===== src/rtl/tour_cmd_seq.sv =====
// Knight tour command sequencer: walks the stored tour of one-hot moves, issuing a
// vertical then a horizontal cmd_proc command per move, muxed against UART commands.
module tour_cmd_seq #(
  parameter int          NUM_MOVES  = 24,
  parameter int          IDX_W      = 5,
  parameter logic [7:0]  RESP_DONE  = 8'hA5,
  parameter logic [7:0]  RESP_PROG  = 8'h5A,
  parameter bit          FANFARE_EN = 1'b1,
  parameter logic [3:0]  ABORT_OP   = 4'hF
) (
  input  logic             clk,
  input  logic             rst_n,
  input  logic             start_tour,
  input  logic [7:0]       move,
  output logic [IDX_W-1:0] mv_indx,
  input  logic [15:0]      cmd_UART,
  input  logic             cmd_rdy_UART,
  output logic [15:0]      cmd,
  output logic             cmd_rdy,
  input  logic             clr_cmd_rdy,
  input  logic             send_resp,
  output logic [7:0]       resp,
  output logic             tour_busy,
  output logic [2:0]       state_dbg
);

  // Handshake: cmd is valid while cmd_rdy is high; the consumer pulses clr_cmd_rdy
  // to take it, and later pulses send_resp once the command has been executed.
  typedef enum logic [2:0] {
    IDLE   = 3'd0,
    VERT   = 3'd1,
    WAIT_V = 3'd2,
    HORZ   = 3'd3,
    WAIT_H = 3'd4
  } state_t;

  state_t           state, state_nxt;
  logic [IDX_W-1:0] idx_nxt;
  logic             flag, flag_nxt;
  logic             abort, last_move;
  logic             v_south, h_west;
  logic [3:0]       v_sq, h_sq;
  logic [15:0]      vert_cmd, horz_cmd;

  assign abort     = cmd_rdy_UART && (cmd_UART[15:12] == ABORT_OP);
  assign last_move = (mv_indx == IDX_W'(NUM_MOVES - 1));

  // Lowest set bit of move wins; an empty move decodes to zero squares heading N/E.
  always_comb begin
    v_south = 1'b0;
    v_sq    = 4'd0;
    h_west  = 1'b0;
    h_sq    = 4'd0;
    if (move[0]) begin
      h_sq = 4'd1; v_sq = 4'd2;
    end else if (move[1]) begin
      h_west = 1'b1; h_sq = 4'd1; v_sq = 4'd2;
    end else if (move[2]) begin
      h_west = 1'b1; h_sq = 4'd2; v_sq = 4'd1;
    end else if (move[3]) begin
      h_west = 1'b1; h_sq = 4'd2; v_south = 1'b1; v_sq = 4'd1;
    end else if (move[4]) begin
      h_west = 1'b1; h_sq = 4'd1; v_south = 1'b1; v_sq = 4'd2;
    end else if (move[5]) begin
      h_sq = 4'd1; v_south = 1'b1; v_sq = 4'd2;
    end else if (move[6]) begin
      h_sq = 4'd2; v_south = 1'b1; v_sq = 4'd1;
    end else if (move[7]) begin
      h_sq = 4'd2; v_sq = 4'd1;
    end
  end

  assign vert_cmd = {4'h2, (v_south ? 8'h7F : 8'h00), v_sq};
  assign horz_cmd = {(FANFARE_EN ? 4'h3 : 4'h2), (h_west ? 8'h3F : 8'hBF), h_sq};

  always_ff @(posedge clk or negedge rst_n) begin
    if (!rst_n) begin
      state   <= IDLE;
      mv_indx <= '0;
      flag    <= 1'b0;
    end else begin
      state   <= state_nxt;
      mv_indx <= idx_nxt;
      flag    <= flag_nxt;
    end
  end

  always_comb begin
    state_nxt = state;
    idx_nxt   = mv_indx;
    flag_nxt  = flag;
    if (state != IDLE && abort) begin
      // Abort wins over any handshake arriving in the same cycle.
      state_nxt = IDLE;
      idx_nxt   = '0;
      flag_nxt  = 1'b0;
    end else begin
      case (state)
        IDLE: if (start_tour) begin
          state_nxt = VERT;
          idx_nxt   = '0;
          flag_nxt  = 1'b1;
        end
        VERT: if (clr_cmd_rdy) begin
          state_nxt = WAIT_V;
          flag_nxt  = 1'b0;
        end
        WAIT_V: if (send_resp) begin
          state_nxt = HORZ;
          flag_nxt  = 1'b1;
        end
        HORZ: if (clr_cmd_rdy) begin
          state_nxt = WAIT_H;
          flag_nxt  = 1'b0;
        end
        WAIT_H: if (send_resp) begin
          if (last_move) begin
            state_nxt = IDLE;
            idx_nxt   = '0;
          end else begin
            state_nxt = VERT;
            idx_nxt   = mv_indx + IDX_W'(1);
            flag_nxt  = 1'b1;
          end
        end
        default: begin
          state_nxt = IDLE;
          idx_nxt   = '0;
          flag_nxt  = 1'b0;
        end
      endcase
    end
  end

  always_comb begin
    cmd     = vert_cmd;
    cmd_rdy = flag;
    if (state == IDLE) begin
      cmd     = cmd_UART;
      cmd_rdy = cmd_rdy_UART;
    end else if (state == HORZ || state == WAIT_H) begin
      cmd = horz_cmd;
    end
  end

  assign resp      = (state == IDLE || (state == WAIT_H && last_move)) ? RESP_DONE : RESP_PROG;
  assign tour_busy = (state != IDLE);
  assign state_dbg = state;

endmodule


===== config.mk =====
export PLATFORM = sky130hd
export DESIGN_NAME = tour_cmd_seq
export DESIGN_NICKNAME = d
export VERILOG_FILES = /design/src/rtl/tour_cmd_seq.sv
export SDC_FILE = /design/constraint.sdc
export NUM_CORES = 1
export LEC_CHECK = 0
export CAP_MARGIN = 20
export CORE_UTILIZATION = 37
export CTS_CLUSTER_DIAMETER = 50
export CTS_CLUSTER_SIZE = 14
export DETAILED_ROUTE_END_ITERATION = 6
export HOLD_SLACK_MARGIN = 0.03
export PLACE_DENSITY_LB_ADDON = 0.25
export SLEW_MARGIN = 15
export SYNTH_ARGS = -nofsm -noshare
export SYNTH_HDL_FRONTEND = slang
export SYNTH_SLANG_ARGS = --single-unit

===== constraint.sdc =====
create_clock -name clk -period 2 [get_ports clk]
set_input_delay 0.4 -clock clk [delete_from_list [all_inputs] [get_ports clk]]
set_output_delay 0.4 -clock clk [all_outputs]
set_load 0.02 [all_outputs]

# After elaboration in Yosys (flattened, before gate mapping)
# Index checks and enable logic that the tools add are counted.
dict set report word_totals {
  regBits 9
  output_inout_bits 34
  in_bits 30
}
dict set report op_classes {
  n_mux 54
  n_addsub 1
  eq_ne 14
  n_reduce_logical 12
}
# cell n
set op_table {}
lappend op_table {{$mux W2} 14}
lappend op_table {{$mux W1} 22}
lappend op_table {{$mux W5} 4}
lappend op_table {{$mux W3} 6}
lappend op_table {{$ne A3 B3 Y1 const B} 6}
lappend op_table {{$mux W16} 1}
lappend op_table {{$mux W8} 2}
lappend op_table {{$pmux W3 S5} 1}
lappend op_table {{$pmux W5 S3} 1}
lappend op_table {{$mux W13} 1}
lappend op_table {{$reduce_and A5 Y1} 2}
lappend op_table {{$mux W7} 1}
lappend op_table {{$eq A3 B2 Y1 const B} 2}
lappend op_table {{$add A5 B1 Y5 const B} 1}
lappend op_table {{$eq A5 B5 Y1 const B} 1}
lappend op_table {{$eq A4 B4 Y1 const B} 1}
lappend op_table {{$pmux W1 S4} 1}
lappend op_table {{$eq A3 B1 Y1 const B} 1}
lappend op_table {{$eq A3 B3 Y1 const B} 1}
lappend op_table {{$logic_and A1 B1 Y1} 3}
lappend op_table {{$logic_not A3 Y1} 1}
lappend op_table {{$ne A3 B1 Y1 const B} 1}
lappend op_table {{$reduce_and A3 Y1} 1}
lappend op_table {{$reduce_bool A3 Y1} 1}
lappend op_table {{other kinds (4)} 5}

# Depth between registers and ports, before layout
dict set report logic_depth {
  depth_word 10
  ltp_mapped 6
  mapped_depth_nobuf 5
}

# Worst setup path before layout
# No wires, ideal clock.
dict set report synth_timing {
  path_type {input to output}
  start {in move[4]}
  end {out cmd[0]}
  required_ps 1600
  arrival_time_ps 1742
  slack_ps -142
  cell_stages 4
  path_buffers 0
  path_cell_list {or2_2 > a211oi_1 > o21ai_0 > a211oi_1}
}
dict set report synth_via {
  elab_chain_cells 7
}
# element line
set synth_rtl {}
lappend synth_rtl {{start: declaration} 14} ;# input logic [7:0] move,
lappend synth_rtl {{$mux W2} 62} ;# end else if (move[4]) begin
lappend synth_rtl {{$mux W2} 60} ;# end else if (move[3]) begin
lappend synth_rtl {{$mux W2} 58} ;# end else if (move[2]) begin
lappend synth_rtl {{$mux W2} 56} ;# end else if (move[1]) begin
lappend synth_rtl {{$mux W2} 54} ;# if (move[0]) begin
lappend synth_rtl {{$mux W13 (*)} 141} ;# end else if (state == HORZ || state == WAIT_H) begin
lappend synth_rtl {{$mux W16 (*)} 138} ;# if (state == IDLE) begin
lappend synth_rtl {{end: declaration} 18} ;# output logic [15:0] cmd,
# Mark *: on every way between the ends. The rest lies on a longest branch, timed or not.

# Worst setup path in the final report
dict set report layout_timing {
  start {in move[1]}
  end {out cmd[5]}
}
dict set report layout_via {
  elab_chain_cells 5
}
# element line
set layout_rtl {}
lappend layout_rtl {{$mux W1} 56}
lappend layout_rtl {{$mux W1} 54}
lappend layout_rtl {{$mux W7} 73} ;# assign vert_cmd = {4'h2, (v_south ? 8'h7F : 8'h00), v_sq};
lappend layout_rtl {{$mux W13} 141}
lappend layout_rtl {{$mux W16} 138}
# Every way passes these cells.

==> results.ini <==
[placed_design]
place.detailed.instances=248
placement.setup.worst_slack_ns=-0.994
port-buffer-count=63
place_congestion=0.922
detailedPlacementHpwl_um=2950
cell_area_reported_after_detailed_placement_um2=1890

[power]
max-vdd-ir-drop_uv=1200
static_leakage_nw=0.907
fin_total_pwr_mw=2.95
power_density_nw_per_um2=1410

[layout]
share_of_final_layout_standard_cells_stronger_than_drive_strength_1=0.480
fin_util=0.823
synthToLayoutAreaGrowth_pct=105
finalNetCount=259
num_antenna_cells=0
final_cell_count_no_fill=257
design_area_um2=2090

[worst_hold_path]
worst_min_delay_path_category=in -> async

[drt]
drt_pass1_iterations=4
routed_wl_um=4350
postRouteAntennaNets=0
route.detailed.drc=0
num_vias=1452
detail_route.iter0.violations=34
drt-vias-per-instance=5.65
wire_per_inst_um=16.9

[sta]
setup-violations-final=9
max_freq_mhz=473
timing.clock.skew_ns=0.00427
timing_max_transition_violations_final=0
finalHoldViolCount=0
final.setup.worst_slack_ns=-0.114
slew_headroom=0.689
grt_setup_unrepaired=yes
final_period_utilization=1.06
max_slew.worst_pin.slew_ns=0.466
finalWorstPathRequiredPeriod_ns=2.11

[worst_setup_path]
r2r_cells=6
worst_path_dominant_cell_family=compound AO/OA/AOI/OAI gates
startpoint_class=primary input
worstReg2RegStart=state_dbg[1]
critical_path.endpoint_type=output pin
cp_num_cells=7
worstReg2RegEnd=mv_indx[3]
worst-path-buf-inv=3
timing.setup.critical_path_class=in -> out
ff2ff_setup_slack_ns=0.12
timing.critical_path.fanout_max=6
critical_path.max_stage_delay_ns=0.30
timing.critical_path.from=move[1]
cp_cell_sequence=buf_6, or2_4, buf_6, o31a_1, o221ai_4, a21o_1, buf_6
data_required_time_of_the_worst_path_ns=1.60
crit_slowest_cell=o31a_1
critical_path_arrival_ns=1.71
cp_common_cell=buf_6

[clock_network]
ctsRootBufferMaster=clkbuf_4
htree_levels=1
tritoncts=yes
clk_pin_slew_ns=0.06
total_clock_sinks=9
clock_tree_buf_depth=2
clk_latency_ns=0.26
postCtsHoldBufs=0
numCtsBuffers=3

[synth]
dominantRegCellSynth=dfrtp_1
syn_area_um2=1020
synth_nets=162
synth-warning-count=0
yosys.cell_types.count=47
netlist_top_cells_count=10 x nor2_1, 9 x dfrtp_1, 8 x inv_1, 8 x nand2_1, 7 x a21oi_1
synth_largest_area_cell=dfrtp_1
syn-instance-count=131
async_sr_flop_fraction=1.00
synth.avg_cell_area_um2=7.78
number_of_enable_flip_flop_cells_after_synthesis=0
post-synth-top-count-cell=nor2_1
synth_largest_type_area_fraction=0.221
synth.yosys.seq_area_share=0.221
register_bit_count_reported_by_yosys=9
ys_top_cells_by_area=dfrtp_1 22%, a21o_1 4.4%, buf_4 4.4%, and2_1 3.7%, nor2_1 3.7%

[outcome]
status=finished with violations
failed_checks=setup timing

[floorplan]
floorplan.initialDensity=0.401
core_area_um2=2540
die_area_um2=2970
die_w_um=54.5
std_cell_rows=18
top_level_ports=64
die_ht_um=54.5

[global_routing]
antenna_violations_before_repair=0
grt_pass1_vias=1420
globalRouteTotalUtil=0.294
overflow=0
first_pass_grt_wire_length_um=6240
grt_start_max_net_pins=14

[flow_run]
count_of_maximum_capacitance_violations=0

## how the worst max path moves through the flow
stage	end
floorplan	resp[3]
global placement	cmd[5]
detailed placement	cmd[5]
CTS	cmd[5]
global route	cmd[5]
finish	cmd[5]
## where the power goes
group	internal [mW]	switching (mW)
registers	0.234	0.0824
clock network	0.0739	0.0659
logic	1.21	1.28
## area by class of cell
type | count | area [um^2]
Clock buffer | 3 | 22.5
Clock inverter | 1 | 5.00
Fill cell | 155 | 450
Inverter | 8 | 30.0
Multi-Input combinational cell | 104 | 861
Sequential cell | 9 | 229
Tap cell | 30 | 37.5
Timing Repair Buffer | 102 | 910
## logic make-up after synthesis
kind of cell	Yosys count	synth area share
simple gates	50	0.260
compound gates	45	0.331
buf+inv	18	0.0920
flops	9	0.221
mux	6	0.0663
xor+xnor	2	0.0172
fa+ha+maj	1	0.0123
## cells in the final DEF (no fill, tap or decap), types with 4 or more instances in the layout
cell,synthesis,layout
a21o_1,6,6
a21oi_1,7,5
and2_1,6,5
buf_4,6,38
buf_6,0,16
clkbuf_2,0,5
clkdlybuf4s15_2,0,7
clkdlybuf4s50_1,0,29
dfrtp_1,9,6
dlygate4sd2_1,0,4
inv_1,8,7
nand2_1,8,8
nand3_1,6,6
nor2_1,10,7
## per-stage QoR
stage | TNS [ns] | hold WS [ns]
after global placement | -9.08 | 0.508
after CTS | -0.705 | 0.433
after detailed placement | -10.19 | 0.547
after floorplan | 0 | 0.104
after global routing | -1.38 | 0.466
final | -0.756 | 0.434
## repair_timing
item                                    in CTS  in global routing
endpoints found under the setup margin      28                 26
pin swaps                                   11                  7
setup buffers                                6                  0
resized for setup                          146                 32
## state kept, by name, summed over array words and instances (netlist names)
signal     flops
flag           1
state_dbg      3
mv_indx        5
## layer usage
layer	up-vias	track usage	share of wire
li1	687	-	-
met1	685	0.330	0.38
met2	65	0.551	0.53
met3	15	0.0500	0.050
met4	0	0.0940	0.034
met5	-	0	0
(Power assumes the default switching activity.)
